==> config.mk <==
export PLATFORM = sky130hd
export DESIGN_NAME = clock_set_ctrl
export DESIGN_NICKNAME = d
export VERILOG_FILES = /design/src/rtl/clock_pkg.sv /design/src/rtl/btn_repeat.sv /design/src/rtl/clock_set_ctrl.sv
export SDC_FILE = /design/constraint.sdc
export NUM_CORES = 1
export LEC_CHECK = 0
export CORE_AREA = 4 4 71 73
export CTS_CLUSTER_DIAMETER = 30
export DETAILED_ROUTE_END_ITERATION = 16
export DIE_AREA = 0 0 75 77
export PLACE_DENSITY_LB_ADDON = 0.12
export SETUP_SLACK_MARGIN = 0.05
export SYNTH_ARGS = -nofsm -noshare
export SYNTH_HDL_FRONTEND = slang
export SYNTH_SLANG_ARGS = --single-unit
==> constraint.sdc <==
create_clock -name Cp -period 2.3 [get_ports Cp]
set_input_delay 0.46 -clock Cp [delete_from_list [all_inputs] [get_ports Cp]]
set_output_delay 0.46 -clock Cp [all_outputs]
set_load 0.02 [all_outputs]
==> src/rtl/clock_pkg.sv <==
// Shared definitions for the clock set controller, display mux and counters.
package clock_pkg;

  // Controller states: view/minutes/hours for the time bank and the alarm bank.
  typedef enum logic [2:0] {
    T_VIEW = 3'd0,
    T_MIN  = 3'd1,
    T_HR   = 3'd2,
    A_VIEW = 3'd3,
    A_MIN  = 3'd4,
    A_HR   = 3'd5
  } clk_state_e;

  // Field codes driven on the field output.
  localparam logic [1:0] FLD_NONE = 2'b00;
  localparam logic [1:0] FLD_MIN  = 2'b01;
  localparam logic [1:0] FLD_HR   = 2'b10;

  // High in the states where a field is being edited.
  function automatic logic is_set(input clk_state_e s);
    return (s inside {T_MIN, T_HR, A_MIN, A_HR});
  endfunction

  // High in any alarm-bank state.
  function automatic logic is_alm(input clk_state_e s);
    return (s inside {A_VIEW, A_MIN, A_HR});
  endfunction

  // Field code shown for a given state.
  function automatic logic [1:0] field_of(input clk_state_e s);
    case (s)
      T_MIN, A_MIN: return FLD_MIN;
      T_HR,  A_HR:  return FLD_HR;
      default:      return FLD_NONE;
    endcase
  endfunction

endpackage

==> src/rtl/btn_repeat.sv <==
// Rising-edge detect plus hold/auto-repeat for the increment button.
// pulse_o = press | repeat; the repeat counter only runs while hold_en_i is high.
module btn_repeat #(
  parameter int REPEAT_DELAY = 5,
  parameter int REPEAT_RATE  = 2,
  parameter int TW           = 8
) (
  input  logic clk_i,
  input  logic rst_ni,
  input  logic tick_i,
  input  logic lvl_i,
  input  logic hold_en_i,
  output logic pulse_o
);

  logic          prev_q;
  logic [TW-1:0] cnt_q;
  logic [TW-1:0] cnt_d;
  logic          press;
  logic          rep;

  // Edge detect and repeat-counter next state; a fresh press restarts the hold count,
  // and after the first repeat the counter reloads so strobes follow every REPEAT_RATE ticks.
  always_comb begin
    press = lvl_i & ~prev_q;
    rep   = 1'b0;
    cnt_d = cnt_q;
    if (!lvl_i || !hold_en_i || press) begin
      cnt_d = '0;
    end else if (tick_i) begin
      if (cnt_q == TW'(REPEAT_DELAY - 1)) begin
        rep   = 1'b1;
        cnt_d = TW'(REPEAT_DELAY - REPEAT_RATE);
      end else if (cnt_q != '1) begin
        cnt_d = cnt_q + TW'(1);
      end
    end
  end

  // Level history and hold counter registers.
  always_ff @(posedge clk_i or negedge rst_ni) begin
    if (!rst_ni) begin
      prev_q <= 1'b0;
      cnt_q  <= '0;
    end else begin
      prev_q <= lvl_i;
      cnt_q  <= cnt_d;
    end
  end

  assign pulse_o = press | rep;

endmodule

==> src/rtl/clock_set_ctrl.sv <==
// Mode/field sequencer for the 7-segment clock: turns MODE/CMODE/Ch levels into
// registered increment strobes for the time or alarm bank, plus blink and seconds-clear.
module clock_set_ctrl
  import clock_pkg::*;
#(
  parameter int REPEAT_DELAY = 5,
  parameter int REPEAT_RATE  = 2,
  parameter int TIMEOUT      = 100,
  parameter int BLINK_HALF   = 5,
  parameter int TW           = 8
) (
  input  logic       Cp,
  input  logic       reset,
  input  logic       tick,
  input  logic       MODE,
  input  logic       CMODE,
  input  logic       Ch,
  output logic       inc_min,
  output logic       inc_hr,
  output logic       bank_alm,
  output logic [1:0] field,
  output logic       blink,
  output logic       sec_clr,
  output logic       setting
);

  clk_state_e    state_q, state_d;
  logic          mode_prev_q, cmode_prev_q;
  logic [TW-1:0] to_cnt_q, to_cnt_d;
  logic [TW-1:0] bl_cnt_q, bl_cnt_d;
  logic          blink_q, blink_d;
  logic          inc_min_q, inc_hr_q, bank_alm_q, sec_clr_q, setting_q;
  logic [1:0]    field_q;

  logic mode_press, cmode_press, set_now, hold_en, ch_pulse, inc_fire, to_hit, state_chg;

  btn_repeat #(
    .REPEAT_DELAY(REPEAT_DELAY),
    .REPEAT_RATE (REPEAT_RATE),
    .TW          (TW)
  ) u_ch_rep (
    .clk_i    (Cp),
    .rst_ni   (reset),
    .tick_i   (tick),
    .lvl_i    (Ch),
    .hold_en_i(hold_en),
    .pulse_o  (ch_pulse)
  );

  // Press decode, priority (MODE > CMODE > Ch), timeout detection and next state.
  always_comb begin
    mode_press  = MODE & ~mode_prev_q;
    cmode_press = CMODE & ~cmode_prev_q;
    set_now     = is_set(state_q);
    hold_en     = set_now & ~mode_press & ~cmode_press;
    inc_fire    = hold_en & ch_pulse;
    to_hit      = set_now & tick & ~mode_press & ~cmode_press & ~inc_fire &
                  (to_cnt_q == TW'(TIMEOUT - 1));
    state_d = state_q;
    if (mode_press) begin
      state_d = is_alm(state_q) ? T_VIEW : A_VIEW;
    end else if (cmode_press) begin
      case (state_q)
        T_VIEW:  state_d = T_MIN;
        T_MIN:   state_d = T_HR;
        T_HR:    state_d = T_VIEW;
        A_VIEW:  state_d = A_MIN;
        A_MIN:   state_d = A_HR;
        default: state_d = A_VIEW;
      endcase
    end else if (to_hit) begin
      state_d = is_alm(state_q) ? A_VIEW : T_VIEW;
    end
    state_chg = (state_d != state_q);
  end

  // Inactivity and blink counters; a press or state change clears them ahead of any tick.
  always_comb begin
    to_cnt_d = to_cnt_q;
    if (!set_now || state_chg || inc_fire) begin
      to_cnt_d = '0;
    end else if (tick && to_cnt_q != '1) begin
      to_cnt_d = to_cnt_q + TW'(1);
    end

    bl_cnt_d = bl_cnt_q;
    blink_d  = blink_q;
    if (!is_set(state_d) || state_chg) begin
      bl_cnt_d = '0;
      blink_d  = 1'b0;
    end else if (tick) begin
      if (bl_cnt_q == TW'(BLINK_HALF - 1)) begin
        bl_cnt_d = '0;
        blink_d  = ~blink_q;
      end else begin
        bl_cnt_d = bl_cnt_q + TW'(1);
      end
    end
  end

  // Button history and counter registers.
  always_ff @(posedge Cp or negedge reset) begin
    if (!reset) begin
      mode_prev_q  <= 1'b0;
      cmode_prev_q <= 1'b0;
      to_cnt_q     <= '0;
      bl_cnt_q     <= '0;
      blink_q      <= 1'b0;
    end else begin
      mode_prev_q  <= MODE;
      cmode_prev_q <= CMODE;
      to_cnt_q     <= to_cnt_d;
      bl_cnt_q     <= bl_cnt_d;
      blink_q      <= blink_d;
    end
  end

  // FSM state and registered outputs decoded from the next state.
  always_ff @(posedge Cp or negedge reset) begin
    if (!reset) begin
      state_q    <= T_VIEW;
      bank_alm_q <= 1'b0;
      field_q    <= FLD_NONE;
      setting_q  <= 1'b0;
      inc_min_q  <= 1'b0;
      inc_hr_q   <= 1'b0;
      sec_clr_q  <= 1'b0;
    end else begin
      state_q    <= state_d;
      bank_alm_q <= is_alm(state_d);
      field_q    <= field_of(state_d);
      setting_q  <= is_set(state_d);
      inc_min_q  <= inc_fire & (field_of(state_q) == FLD_MIN);
      inc_hr_q   <= inc_fire & (field_of(state_q) == FLD_HR);
      sec_clr_q  <= cmode_press & ~mode_press & (state_q == T_VIEW);
    end
  end

  assign inc_min  = inc_min_q;
  assign inc_hr   = inc_hr_q;
  assign bank_alm = bank_alm_q;
  assign field    = field_q;
  assign blink    = blink_q;
  assign sec_clr  = sec_clr_q;
  assign setting  = setting_q;

endmodule
==> Yosys cells after proc, flatten, opt, wreduce, memory -nomap -nowiden <==
Index checks and enable logic that the tools add are counted.
{ "word_totals": {"register_bits": 38, "output_inout_bits": 8, "wordCells": 107} }
{ "op_classes": {"add_sub_neg": 3, "eq_ne": 18, "n_mux": 23, "n_bitwise": 23, "n_reduce_logical": 26} }
{ "op_table": {"columns": ["operator", "count"], "rows": [
  ["$mux 8", 9],
  ["$add 8x1->8 const B", 3],
  ["$eq 8x3->1 const B", 2],
  ["$ne 8x8->1 const B", 2],
  ["$and 1x1->1", 15],
  ["$pmux 3 s5", 1],
  ["$eq 3x2->1 const B", 4],
  ["$eq 3x3->1 const B", 4],
  ["$mux 3", 3],
  ["$reduce_bool 3->1", 3],
  ["$eq 8x7->1 const B", 1],
  ["$pmux 2 s2", 2],
  ["$reduce_bool 2->1", 4],
  ["$reduce_bool 4->1", 2],
  ["$reduce_or 2->1", 4],
  ["$not 1->1", 7],
  ["$eq 3x1->1 const B", 2],
  ["$mux 1", 6],
  ["$logic_or 1x1->1", 5],
  ["$logic_not 1->1", 4],
  ["$mux 2", 2],
  ["$reduce_and 2->1", 2],
  ["$logic_not 3->1", 1],
  ["$ne 3x3->1", 1],
  ["4 further kinds", 4]
]} }

==> Longest topological paths before layout <==
Gate-level depths: netlist (run 1).
{ "depth": {"ltp_word": 23, "depth_mapped": 8, "ltp_nobuf": 7} }

==> By module <==
From an unflattened synthesis (run 1), not the netlist that was laid out.
{ "unflattened": {"cells_unflattened": 237, "area_unflattened_um2": 2234.6} }
{ "by_module_without_submodules": {"columns": ["mod", "n_inst", "cells_each", "area_per_inst_um2"], "rows": [
  ["clock_set_ctrl", 1, 182, 1707.9],
  ["btn_repeat", 1, 55, 526.8]
]} }

==> Least setup slack after synthesis (run 1) <==
Ideal clock, no wire load.
{ "synth_path": {"path_kind": "register -> register", "from": "reg to_cnt_q[0]", "to": "reg state_q[0]", "setup_ns": 0.148, "t_arrival_ns": 2.062, "required_time_ns": 2.152, "slack_ns": 0.090, "path_stages_with_launch": 7, "period_less_slack_ns": 2.210, "cell_sequence": "dfrtp_1 ha_1 inv_1 or4_1 or4_4 a2111oi_4 o221ai_1"} }
{ "synth_via": {"elab_chain_len": 5} }
{ "synth_lines": {"columns": ["item", "line_no", "rtl"], "rows": [
  ["start: declaration", "clock_set_ctrl.sv:29", "logic [TW-1:0] to_cnt_q, to_cnt_d;"],
  ["start signal: assignment", "clock_set_ctrl.sv:112", "to_cnt_q <= to_cnt_d;"],
  ["$eq 8x7->1", "clock_set_ctrl.sv:58", "(to_cnt_q == TW'(TIMEOUT - 1));"],
  ["$and 1x1->1", "clock_set_ctrl.sv:57", "to_hit = set_now & tick & ~mode_press & ~cmode_press & ~inc_fire &"],
  ["$mux 3", "clock_set_ctrl.sv:71", "end else if (to_hit) begin"],
  ["$mux 3", "clock_set_ctrl.sv:62", "end else if (cmode_press) begin"],
  ["$mux 3", "clock_set_ctrl.sv:60", "if (mode_press) begin"],
  ["named net state_d[0]", "clock_set_ctrl.sv:27", "clk_state_e state_q, state_d;"],
  ["end signal: assignment", "clock_set_ctrl.sv:129", "state_q <= state_d;"],
  ["end: declaration", "clock_set_ctrl.sv:27", null]
]} }
The timed path passes the listed nets, and every way through them passes these cells.
A chain may end at the register's enable or synchronous reset.

==> Final worst setup path (run 1) <==
{ "layout_path": {"from": "reg to_cnt_q[1]", "to": "reg state_q[0]"} }
Same word-level chain as after synthesis.

==> results of run 1 <==
-- worst min-delay path by stage --
| stage | to | slack (ps) | cells past startpoint |
|---|---|---|---|
| 2_1_floorplan | bank_alm$_DFF_PN0_ | 160 | 0 |
| 3_3_place_gp | bl_cnt_q[3]$_DFFE_PN0P_ | 420 | 1 |
| 3_5_place_dp | bl_cnt_q[3]$_DFFE_PN0P_ | 430 | 1 |
| 4_1_cts | bank_alm$_DFF_PN0_ | 110 | 1 |
| 5_1_grt | bank_alm$_DFF_PN0_ | 130 | 1 |
| 6_report | bl_cnt_q[3]$_DFFE_PN0P_ | 100 | 1 |
-- cell families (layout without fill, tap and decap cells) --
group | Yosys count | in the layout | synth area share, %
AO/OA/AOI/OAI | 60 | 60 | 19.5
multiplexers | 2 | 2 | 0.890
XOR/XNOR | 14 | 14 | 5.45
adder cells (fa/ha/maj) | 5 | 5 | 2.78
buffers and inverters | 20 | 58 | 4.06
flip-flops | 38 | 38 | 42.3
AND/OR/NAND/NOR | 109 | 109 | 25.1
-- metrics by stage --
| stage | util [%] | worst slack (ps) | hold WS (ps) | instances |
|---|---|---|---|---|
| detailed placement | 59.5 | -140 | 425 | 329 |
| floorplan | - | 89.6 | 164 | 248 |
| global route | 62.0 | 40.8 | 127 | 338 |
| CTS | 61.6 | 87.9 | 110 | 337 |
| finish | 62.0 | 103 | 96.4 | 338 |
| global placement | 59.5 | -32.5 | 422 | 329 |
-- synthesized netlist by cell type (2+ instances only) --
master | instances | area, sq um
buf_6 | 2 | 22.5
nand2b_1 | 6 | 37.5
a2111oi_4 | 2 | 55.1
a31oi_1 | 9 | 56.3
a211oi_1 | 5 | 37.5
nor2b_1 | 4 | 25.0
ha_1 | 5 | 62.6
nand4_1 | 2 | 12.5
clkbuf_1 | 6 | 22.5
nor4_1 | 2 | 12.5
a21oi_1 | 16 | 80.1
nor3_1 | 8 | 40.0
o21ai_1 | 4 | 20.0
inv_1 | 11 | 41.3
or3_1 | 2 | 12.5
and3_1 | 7 | 43.8
nor4b_1 | 2 | 17.5
xnor2_1 | 12 | 105
xor2_1 | 2 | 17.5
o21bai_1 | 2 | 15.0
nand3_1 | 18 | 90.1
o21ai_0 | 10 | 50.1
mux2i_1 | 2 | 20.0
nor2_1 | 29 | 109
o221ai_1 | 2 | 17.5
dfrtp_1 | 38 | 951
or4_1 | 3 | 22.5
nand2_1 | 19 | 71.3
-- per-layer routing --
| layer | vias to the layer above | global-route usage, % | share of wire (%) | wire length, microns |
|---|---|---|---|---|
| li1 | 969 | - | - | - |
| met1 | 937 | 25.9 | 46 | 2300 |
| met2 | 53 | 29.6 | 49 | 2410 |
| met3 | 4 | 3.40 | 3.9 | 194 |
| met4 | 0 | 6.58 | 0.85 | 42 |
| met5 | - | 0 | 0 | 0 |
-- registers in the layout (all words and copies together), names as in the netlist --
name	count
bank_alm	1
bl_cnt_q	8
blink	1
cmode_prev_q	1
field	2
inc_hr	1
inc_min	1
mode_prev_q	1
sec_clr	1
setting	1
state_q	3
to_cnt_q	8
u_ch_rep.cnt_q	8
u_ch_rep.prev_q	1
-- layout by cell type (no fill, tap or decap), types with 7 or more instances in the layout --
cell / Yosys / routed
nor2_1: 29 / 29
o21ai_0: 10 / 10
clkdlybuf4s50_1: 0 / 12
a31oi_1: 9 / 9
nand3_1: 18 / 18
and3_1: 7 / 7
nand2_1: 19 / 19
xnor2_1: 12 / 12
inv_1: 11 / 11
a21oi_1: 16 / 16
dfrtp_1: 38 / 38
buf_4: 0 / 25
nor3_1: 8 / 8
-- repair_timing --
action	CTS	global route
hold endpoints to repair	0	0
pin swaps	1	0
setup endpoints to repair	1	7
setup buffers	0	1
gates resized for setup	0	2
gates cloned	0	0
-- worst max-delay path: cells and delay by family, from the launching register on --
| kind | cells | cell delay, ps |
|---|---|---|
| flip-flops | 1 | 380 |
| adder cells (fa/ha/maj) | 1 | 180 |
| AO/OA/AOI/OAI | 2 | 480 |
| buffers and inverters | 1 | 50 |
| AND/OR/NAND/NOR | 2 | 980 |
-- final cells by class --
| cell class | instances | share of cell area, % |
|---|---|---|
| inverter | 11 | 1.53 |
| timing repair buffer | 39 | 12.3 |
| tap | 52 | 2.41 |
| sequential | 38 | 35.2 |
| multi-input combinational | 190 | 45.2 |
| clock inverter | 1 | 0.185 |
| clock buffer | 7 | 3.20 |
-- power by group --
part / internal, mW / switching [mW]
logic: 0.409 / 0.532
registers: 0.750 / 0.0430
clock network: 0.242 / 0.235
total: 1.40 / 0.811
==> results.json, run 1 <==
{
  "finalInstanceArea_sq_um": 2700,
  "drv_cap": 0,
  "antenna_found_initial": 0,
  "ant_nets": 0,
  "finalSetupViolCount": 0,
  "track_usage_pct": 18.9,
  "multiInputGateArea_sq_um": 1220,
  "hp-class": "input pin to asynchronous set/reset pin",
  "placed_cell_area_sq_um": 2590,
  "critical_path.cell_chain": "ha_1 > inv_1 > or4_1 > or4_4 > a2111oi_4 > o221ai_1",
  "firstDrtPassIters": 4,
  "initial_core_util_pct": 51.7,
  "dieArea_sq_um": 5780,
  "crit_path_start": "to_cnt_q[1]$_DFFE_PN0P_",
  "portBuffers": 13,
  "relSlewSlack_pct": 70.8,
  "regArea_sq_um": 951,
  "clock_latency_ps": 290,
  "cts_made_buffers": 5,
  "ys_ff_latch": 38,
  "routed_wl_mm": 4.95,
  "maxSlewViolCount": 0,
  "finalPower_mw": 2.21,
  "critical-path-max-stage-delay_ps": 510,
  "dp_hpwl_mm": 3.69,
  "period_share_pct": 95.5,
  "cts.clk_slew.worst_paths_ps": 80,
  "ys_types": 46,
  "grt_max_degree": 22,
  "rrSetupSlack_ps": 100,
  "r2r_end": "state_q[0]$_DFF_PN0_",
  "regToRegStartpoint": "to_cnt_q[1]$_DFFE_PN0P_",
  "fin_nets": 296,
  "ctsHoldBuffers": 0,
  "synthFlopType": "dfrtp_1",
  "path_max_fanout": 3,
  "hold_viol": 0,
  "crit_arrival_ps": 2350,
  "cts_buffer_depth": 2,
  "core_sq_um": 4350,
  "drc": 0,
  "clock_skew_ps": 5.40,
  "syn-instance-count": 248,
  "cts_max_level": 2,
  "antenna_cells": 0,
  "cts_root_buf": "clkbuf_8",
  "path_class": "flip-flop to flip-flop",
  "synth_edf_count": 0,
  "die_h_microns": 77,
  "drive_gt1_share_pct": 15.7,
  "rsz0062_at_grt": "no",
  "areaGrowthSynthToFinish_pct": 20.1,
  "place.gp.congestion": 0.864,
  "grt_pass1_wl_mm": 8.69,
  "post-route-min-period_ps": 2200,
  "critPathCaptureType": "flip-flop",
  "rr_worst_depth": 6,
  "crit_slowest_cell": "or4_4",
  "ys_seq_area_share_pct": 42.3,
  "status": "complete, no violations",
  "die_w_microns": 75,
  "p_per_area_nw_per_um2": 819,
  "syn_nets": 259,
  "grt-ovfl-total": 0,
  "crit_path_end": "state_q[0]$_DFF_PN0_",
  "wire_per_inst_microns": 14.6,
  "vdd_ir_drop_max_uv": 461,
  "critPathLaunchType": "flip-flop",
  "async_flop_share_pct": 100,
  "ioPinCount": 14,
  "first_global_vias": 1894,
  "power_leakage_nw": 1.10,
  "rows": 24,
  "num-fill-cells": 389,
  "drtIter0Drc": 141,
  "required_ps": 2450,
  "cts.sinks": 38,
  "tightestPinTransition_ps": 438,
  "yosys_warnings": 0,
  "routed_via_density": 5.81,
  "max_freq_ghz": 0.455,
  "syn_area_per_cell_sq_um": 9.07,
  "setup_tns_ps": 0,
  "synth_area_sq_um": 2250,
  "num_vias": 1963,
  "tritoncts": "done"
}
(Power assumes the default switching activity.)
==> run 2: changes to the inputs <==
--- a/config.mk
+++ b/config.mk
@@ -5,10 +5,11 @@
 export SDC_FILE = /design/constraint.sdc
 export NUM_CORES = 1
 export LEC_CHECK = 0
-export CORE_AREA = 4 4 71 73
+export CORE_AREA = 4 4 69 71
+export CTS_BUF_LIST = sky130_fd_sc_hd__clkbuf_4 sky130_fd_sc_hd__clkbuf_8
 export CTS_CLUSTER_DIAMETER = 30
 export DETAILED_ROUTE_END_ITERATION = 16
-export DIE_AREA = 0 0 75 77
+export DIE_AREA = 0 0 73 75
 export PLACE_DENSITY_LB_ADDON = 0.12
 export SETUP_SLACK_MARGIN = 0.05
 export SYNTH_ARGS = -nofsm -noshare
==> results.json, run 2 (synthesis results as in run 1) <==
{
  "areaGrowthSynthToFinish_pct": 21.6,
  "setup_slack_ps": 154,
  "hold_viol": 0,
  "cts_made_buffers": 5,
  "cts.clk_slew.worst_paths_ps": 80,
  "num_vias": 1972,
  "p_per_area_nw_per_um2": 817,
  "portBuffers": 13,
  "drtIter0Drc": 134,
  "core_sq_um": 4230,
  "relSlewSlack_pct": 44.7,
  "ctsHoldBuffers": 0,
  "place.gp.congestion": 0.902,
  "whs_ps": 261,
  "cts_buffer_depth": 2,
  "routed_wl_mm": 5.04,
  "status": "complete, no violations",
  "crit_slowest_cell": "or4_4",
  "clock_latency_ps": 290,
  "critPathCaptureType": "flip-flop",
  "critPathTopFamily": "simple AND/OR/NAND/NOR gates",
  "finalSetupViolCount": 0,
  "cts_root_buf": "clkbuf_8",
  "final_cell_mix": "38 x dfrtp_1, 29 x nor2_1, 28 x buf_4",
  "path_class": "flip-flop to flip-flop",
  "crit_path_start": "to_cnt_q[0]$_DFFE_PN0P_",
  "final_core_util_pct": 64.6,
  "tightestPinTransition_ps": 830,
  "path_max_fanout": 2,
  "initial_core_util_pct": 53.1,
  "wire_per_inst_microns": 14.8,
  "fin_nets": 299,
  "crit_path_end": "state_q[0]$_DFF_PN0_",
  "dieArea_sq_um": 5480,
  "num-fill-cells": 371,
  "critPathLaunchType": "flip-flop",
  "cp.depth": 6,
  "die_h_microns": 75,
  "antenna_found_initial": 0,
  "track_usage_pct": 19.7,
  "firstDrtPassIters": 4,
  "drive_gt1_share_pct": 17.0,
  "grt-ovfl-total": 0,
  "regToRegStartpoint": "to_cnt_q[0]$_DFFE_PN0P_",
  "rows": 24,
  "dp_hpwl_mm": 3.52,
  "critical_path.cell_chain": "ha_1 > inv_1 > or4_1 > or4_4 > a2111oi_4 > o221ai_1",
  "rsz0062_at_grt": "no",
  "drv_cap": 0,
  "grt_max_degree": 39,
  "grt_pass1_wl_mm": 8.42,
  "crit_buf_inv": 1,
  "antenna_cells": 0,
  "cts_max_level": 2,
  "power_leakage_nw": 1.12,
  "rr_worst_depth": 6,
  "maxSlewViolCount": 0,
  "dpl_worst_slack_ps": -168,
  "first_global_vias": 1874,
  "top_regs": "bl_cnt_q (8), to_cnt_q (8), u_ch_rep.cnt_q (8)",
  "max_freq_ghz": 0.466,
  "tritoncts": "done",
  "drc": 0,
  "ioPinCount": 14,
  "hp-class": "input pin to asynchronous set/reset pin",
  "cts.sinks": 38,
  "clock_skew_ps": 5.20,
  "die_w_microns": 73,
  "period_share_pct": 93.3,
  "post-route-min-period_ps": 2150,
  "cts_setup_buffers": 0,
  "vdd_ir_drop_max_uv": 526,
  "r2r_end": "state_q[0]$_DFF_PN0_",
  "required_ps": 2450,
  "final_common_cell": "dfrtp_1",
  "critical-path-max-stage-delay_ps": 510,
  "routed_via_density": 5.78,
  "cts_resized": 0,
  "crit_arrival_ps": 2300,
  "rrSetupSlack_ps": 150,
  "ant_nets": 0
}
## run 2: changes by cell type in the layout (fill, tap and decap cells not counted), sizes merged
cell  before  now
buf       27   30
## run 2: worst min path at each step
| stage | startpoint | endpoint | slack [ps] | cells past startpoint |
|---|---|---|---|---|
| detailed placement | bl_cnt_q[7]$_DFFE_PN0P_ | bl_cnt_q[7]$_DFFE_PN0P_ | 490 | 1 |
| CTS | reset | to_cnt_q[7]$_DFFE_PN0P_ | 300 | 1 |
| floorplan | reset | bank_alm$_DFF_PN0_ | 160 | 0 |
| finish | reset | bl_cnt_q[3]$_DFFE_PN0P_ | 260 | 1 |
| global route | reset | u_ch_rep.prev_q$_DFF_PN0_ | 330 | 1 |
| global placement | bl_cnt_q[7]$_DFFE_PN0P_ | bl_cnt_q[7]$_DFFE_PN0P_ | 480 | 1 |
## run 2: routing by layer
metal / up-vias / share of wire, % / GRT usage, %
met5: - / 0 / 0
met4: 0 / 1.6 / 6.56
met3: 8 / 3.7 / 5.07
met2: 45 / 50 / 31.7
met1: 951 / 45 / 26.1
li1: 968 / - / -
## run 2: stage by stage
step                      setup TNS, ps  power [mW]  instance area, sq um  instances
after global placement            -71.7        1.74                  2620        333
after floorplan                       0        1.43                  2250        248
final                                 0        2.24                  2740        341
after global routing                  0        2.38                  2740        341
after CTS                             0        2.24                  2720        341
after detailed placement          -1130        1.74                  2620        333
## run 2: power breakdown
part	total (mW)	switching, mW	internal (mW)
clock	0.491	0.238	0.254
sequential	0.787	0.0364	0.750
combinational	0.958	0.548	0.410
## run 2: final cells by class
type	count	area, sq um	share of cell area (%)
clock buffer	7	90.1	3.29
clock inverter	1	5.00	0.183
inverter	11	41.3	1.51
multi-input combinational	190	1230	44.9
sequential	38	951	34.8
tap	52	65.1	2.38
timing repair buffer	42	355	13.0
==> RTL edit 1 (flow settings as in run 2) <==
Put one more register stage on the output `sec_clr`, with the module's reset. The value now appears one clock later. The other outputs are not delayed to match.
--- a/src/rtl/clock_set_ctrl.sv
+++ b/src/rtl/clock_set_ctrl.sv
@@ -143,3 +143,9 @@
   assign blink    = blink_q;
-  assign sec_clr  = sec_clr_q;
+  always_ff @(posedge Cp or negedge reset) begin
+    if (!reset) begin
+      sec_clr <= '0;
+    end else begin
+      sec_clr <= sec_clr_q;
+    end
+  end
   assign setting  = setting_q;
Behaviour: not the same (a bounded check fails within 4 cycles, from zero or initial values and one cycle with reset low).
==> RTL edit 1 against run 2 <==
Sequential power grew 5.1%. Power up 0.45%. Area after synthesis rose by 3.6%. Wire length fell by 3.9%. Sequential share of layout area increased by 1.1 points. Final area is 0.55% lower. Via count fell by 0.15%. Die area did not move. Utilization fell by 0.35 points. Combinational power decreased by 14%. Global-route usage shrank 0.20 points. Sequential cell count is 1 higher. Setup slack improved by 0.076 ns. Critical path type unchanged. Critical endpoint is now u_ch_rep.cnt_q[7]. Largest cell class unchanged. Largest power group is now sequential cells.
==> RTL edit 1: results (changes against run 2) <==
crit_fanout: 10  # was 2
worst_hold_path_type: "primary input to async pin"  # unchanged
p_leak_nw: 1.144  # was 1.115 nW
max_freq_ghz: 0.4830  # was 0.4660 GHz
drt_iter0_drc: 184  # was 134
synthDistinctLibCells: 54  # was 46
netlist_instances: 255  # was 248
ir_drop_mv: 0.3203  # was 0.5261 mV
status: "completed"  # unchanged
reg2reg_depth: 8  # was 6
r2r_end: "u_ch_rep.cnt_q[7]"  # was state_q[0]
vias: 1969  # was 1,972
synthesis.nets: 266  # was 259
nets: 292  # was 299
cp_slowest_cell: "or3_4"  # was or4_4
grt_pass1_vias: 1748  # was 1,874
grt_first_pass_wirelength_um: 8376  # was 8424 um
wl_per_cell_um: 14.49  # was 14.77 um
via_per_inst: 5.895  # was 5.783
synthTopCellsByArea: "dfrtp_1, nand3_1, a21oi_1"  # was dfrtp_1, nor2_1, xnor2_1
grt_max_degree: 40  # was 39
detailed_place.area_mm2: 0.002595  # was 0.002620 mm2
place_ws_ns: 0.04557  # was -0.1683 ns
relSlewSlack: 0.5698  # was 0.4469
ys_seq_area_frac: 0.4189  # was 0.4227
drive_above_1_share: 0.1383  # was 0.1696
dp_hpwl_um: 3434  # was 3524 um
grt_use_total: 0.1954  # was 0.1975
finClkSkew_ns: 0.004115  # was 0.005202 ns
[RTL edit 1: worst min path at each step]
| stage | from | to | slack (ns) | cells after the start |
|---|---|---|---|---|
| 2_1_floorplan | reset | bank_alm | 0.16 | 0 |
| 3_3_place_gp | sec_clr_q | sec_clr | 0.33 | 0 |
| 3_5_place_dp | sec_clr_q | sec_clr | 0.34 | 0 |
| 4_1_cts | reset | field[0] | 0.22 | 2 |
| 5_1_grt | reset | setting | 0.25 | 2 |
| 6_report | reset | field[0] | 0.21 | 2 |
[RTL edit 1: final cells by class]
cell class	count	area, um2
fillers	349	1513
inverters	8	30.03
clock inverters	2	35.03
multi-input cells	194	1257
well taps	52	65.06
repair buffers	33	275.3
clock buffers	6	82.58
flip-flops and latches	39	975.9
[RTL edit 1: cell families (layout without fill, tap and decap cells)]
| kind of cell | after synthesis | after routing | share of synthesized area |
|---|---|---|---|
| fa+ha+maj | 5 | 5 | 0.02685 |
| xor+xnor | 10 | 10 | 0.03760 |
| mux | 2 | 2 | 0.008593 |
| flops | 39 | 39 | 0.4189 |
| compound gates | 60 | 60 | 0.1815 |
| buf+inv | 22 | 49 | 0.04511 |
| simple gates | 117 | 117 | 0.2814 |
[RTL edit 1: per-layer routing]
layer / up-vias / track usage / part of all wire
met1: 941 / 0.2700 / 0.48
li1: 986 / - / -
met2: 34 / 0.3059 / 0.47
met3: 8 / 0.04005 / 0.035
met5: - / 0 / 0
met4: 0 / 0.06762 / 0.018
[RTL edit 1: where the power goes]
group | switching (W) | internal [W] | leakage, nW
sequential | 0.0000553 | 0.000771 | 0.527
clock | 0.000242 | 0.000351 | 0.0612
combinational | 0.000460 | 0.000367 | 0.556
total | 0.000757 | 0.00149 | 1.14
==> RTL edit 2 (settings of run 2) <==
Made on the original files. `TW` is set to 8 in 2 places; all go to 4.
--- a/src/rtl/btn_repeat.sv
+++ b/src/rtl/btn_repeat.sv
@@ -5,3 +5,3 @@
   parameter int REPEAT_RATE  = 2,
-  parameter int TW           = 8
+  parameter int TW           = 4
 ) (
--- a/src/rtl/clock_set_ctrl.sv
+++ b/src/rtl/clock_set_ctrl.sv
@@ -9,3 +9,3 @@
   parameter int BLINK_HALF   = 5,
-  parameter int TW           = 8
+  parameter int TW           = 4
 ) (
Behaviour: not the same (a bounded check fails within 10 cycles, from zero or initial values and one cycle with reset low).
==> RTL edit 2 against run 2 <==
Wire length down 38%. Critical path type is now primary input to register. Via count down 39%. Non-clock buffer count down 22. Area after synthesis down 34%. Power down 23%. Sequential cell count down 12. Setup slack better by 0.29 ns. Synthesized cell count down 35%. Final area down 36%.
==> RTL edit 2: results (changes against run 2) <==
htreeDepth: 1  # was 2
cp-startpoint: "tick"  # was to_cnt_q[0]
synthesis.nets: 172  # was 259
drt_iter0_drc: 52  # was 134
fillers: 403  # was 371
cp_slowest_cell: "clkdlybuf4s50_1"  # was or4_4
finClkSkew_ns: 0.009828  # was 0.005202 ns
detailed_place.area_mm2: 0.001677  # was 0.002620 mm2
grt_max_degree: 27  # was 39
grt_first_pass_wirelength_um: 5492  # was 8424 um
wl_per_cell_um: 13.64  # was 14.77 um
relSlewSlack: 0.6708  # was 0.4469
synth_commonest_cells: "dfrtp_1, nor2_1, nand2_1"  # unchanged
cts_buffers: 3  # was 5
avgSynthCellArea_um2: 9.217  # was 9.071 um2
dp_hpwl_um: 2252  # was 3524 um
routabilityCongestion: 0.8874  # was 0.9020
ir_drop_mv: 0.5275  # was 0.5261 mV
status: "completed"  # unchanged
switching_share: 0.3789  # was 0.3677
regToRegStartpoint: "u_ch_rep.cnt_q[0]"  # was to_cnt_q[0]
via_per_inst: 5.254  # was 5.783
grt_pass1_vias: 1188  # was 1,874
vias: 1198  # was 1,972
ys_seq_area_frac: 0.4384  # was 0.4227
dpl.cell_count: 224  # was 333
path_clk_slew_ns: 0.10  # was 0.08 ns
drive_above_1_share: 0.1023  # was 0.1696
wl_met1_um: 1341  # was 2261 um
largestRegisters: "bl_cnt_q (4), to_cnt_q (4), u_ch_rep.cnt_q (4)"  # was bl_cnt_q (8), to_cnt_q (8), u_ch_rep.cnt_q (8)
arrival_ns: 1.99  # was 2.30 ns
## RTL edit 2: path summary, 6_finish.rpt
path / depth (start not counted) / slack, ns / to
setup / recovery: 6 / 0.45 / state_q[1]
hold / removal: 2 / 0.54 / bl_cnt_q[3]
setup reg to reg: 7 / 0.52 / field[0]
hold reg to reg: 2 / 0.55 / blink
max in group asynchronous: 2 / 1.49 / to_cnt_q[1]
min in group Cp: 2 / 0.55 / blink
## RTL edit 2: logic make-up (layout without fill, tap and decap cells)
family                     after synthesis  after routing  synth area share
AOI/OAI and AO/OA                       32             32            0.1535
and+or+nand+nor                         68             68            0.2361
buffers and inverters                   19             34           0.06239
xor gates and xnor gates                 8              8           0.04722
DFF                                     26             26            0.4384
muxes                                    3              3           0.02024
adders and majority gates                5              5           0.04216
## RTL edit 2: cell type report
class | instances | area, um2 | area share
tap | 52 | 65.06 | 0.03722
timing repair buffer | 20 | 182.7 | 0.1045
clock inverter | 1 | 30.03 | 0.01718
clock buffer | 3 | 41.29 | 0.02362
multi-input combinational | 116 | 740.7 | 0.4238
inverter | 10 | 37.54 | 0.02147
sequential | 26 | 650.6 | 0.3722
## RTL edit 2: metrics by stage
| stage | total power (W) | hold slack [ns] | setup WS (ns) |
|---|---|---|---|
| 2_1_floorplan | 0.001143 | 0.1644 | 0.7074 |
| 3_3_place_gp | 0.001341 | 0.5268 | 0.2291 |
| 3_5_place_dp | 0.001348 | 0.5282 | 0.1924 |
| 4_1_cts | 0.001735 | 0.5537 | 0.4639 |
| 5_1_grt | 0.001856 | 0.5729 | 0.3235 |
| 6_report | 0.001715 | 0.5398 | 0.4484 |
## RTL edit 2: worst max-delay path: cells and delay by family
kind,cells,cell delay [ns]
simple gates,2,0.50
compound gates,3,0.46
buf+inv,1,0.56
## RTL edit 2: power by group through the flow
stage	sequential [W]	combinational [W]	clock, W
global route	0.000664	0.000777	0.000414
global placement	0.000652	0.000688	0
floorplan	0.000653	0.000490	0
CTS	0.000646	0.000695	0.000394
detailed placement	0.000656	0.000692	0
finish	0.000647	0.000689	0.000379
## RTL edit 2: metal layers
| metal | vias up | global-route usage |
|---|---|---|
| met3 | 6 | 0.02937 |
| met2 | 30 | 0.2165 |
| li1 | 590 | - |
| met1 | 572 | 0.1581 |
| met5 | - | 0 |
| met4 | 0 | 0.05738 |
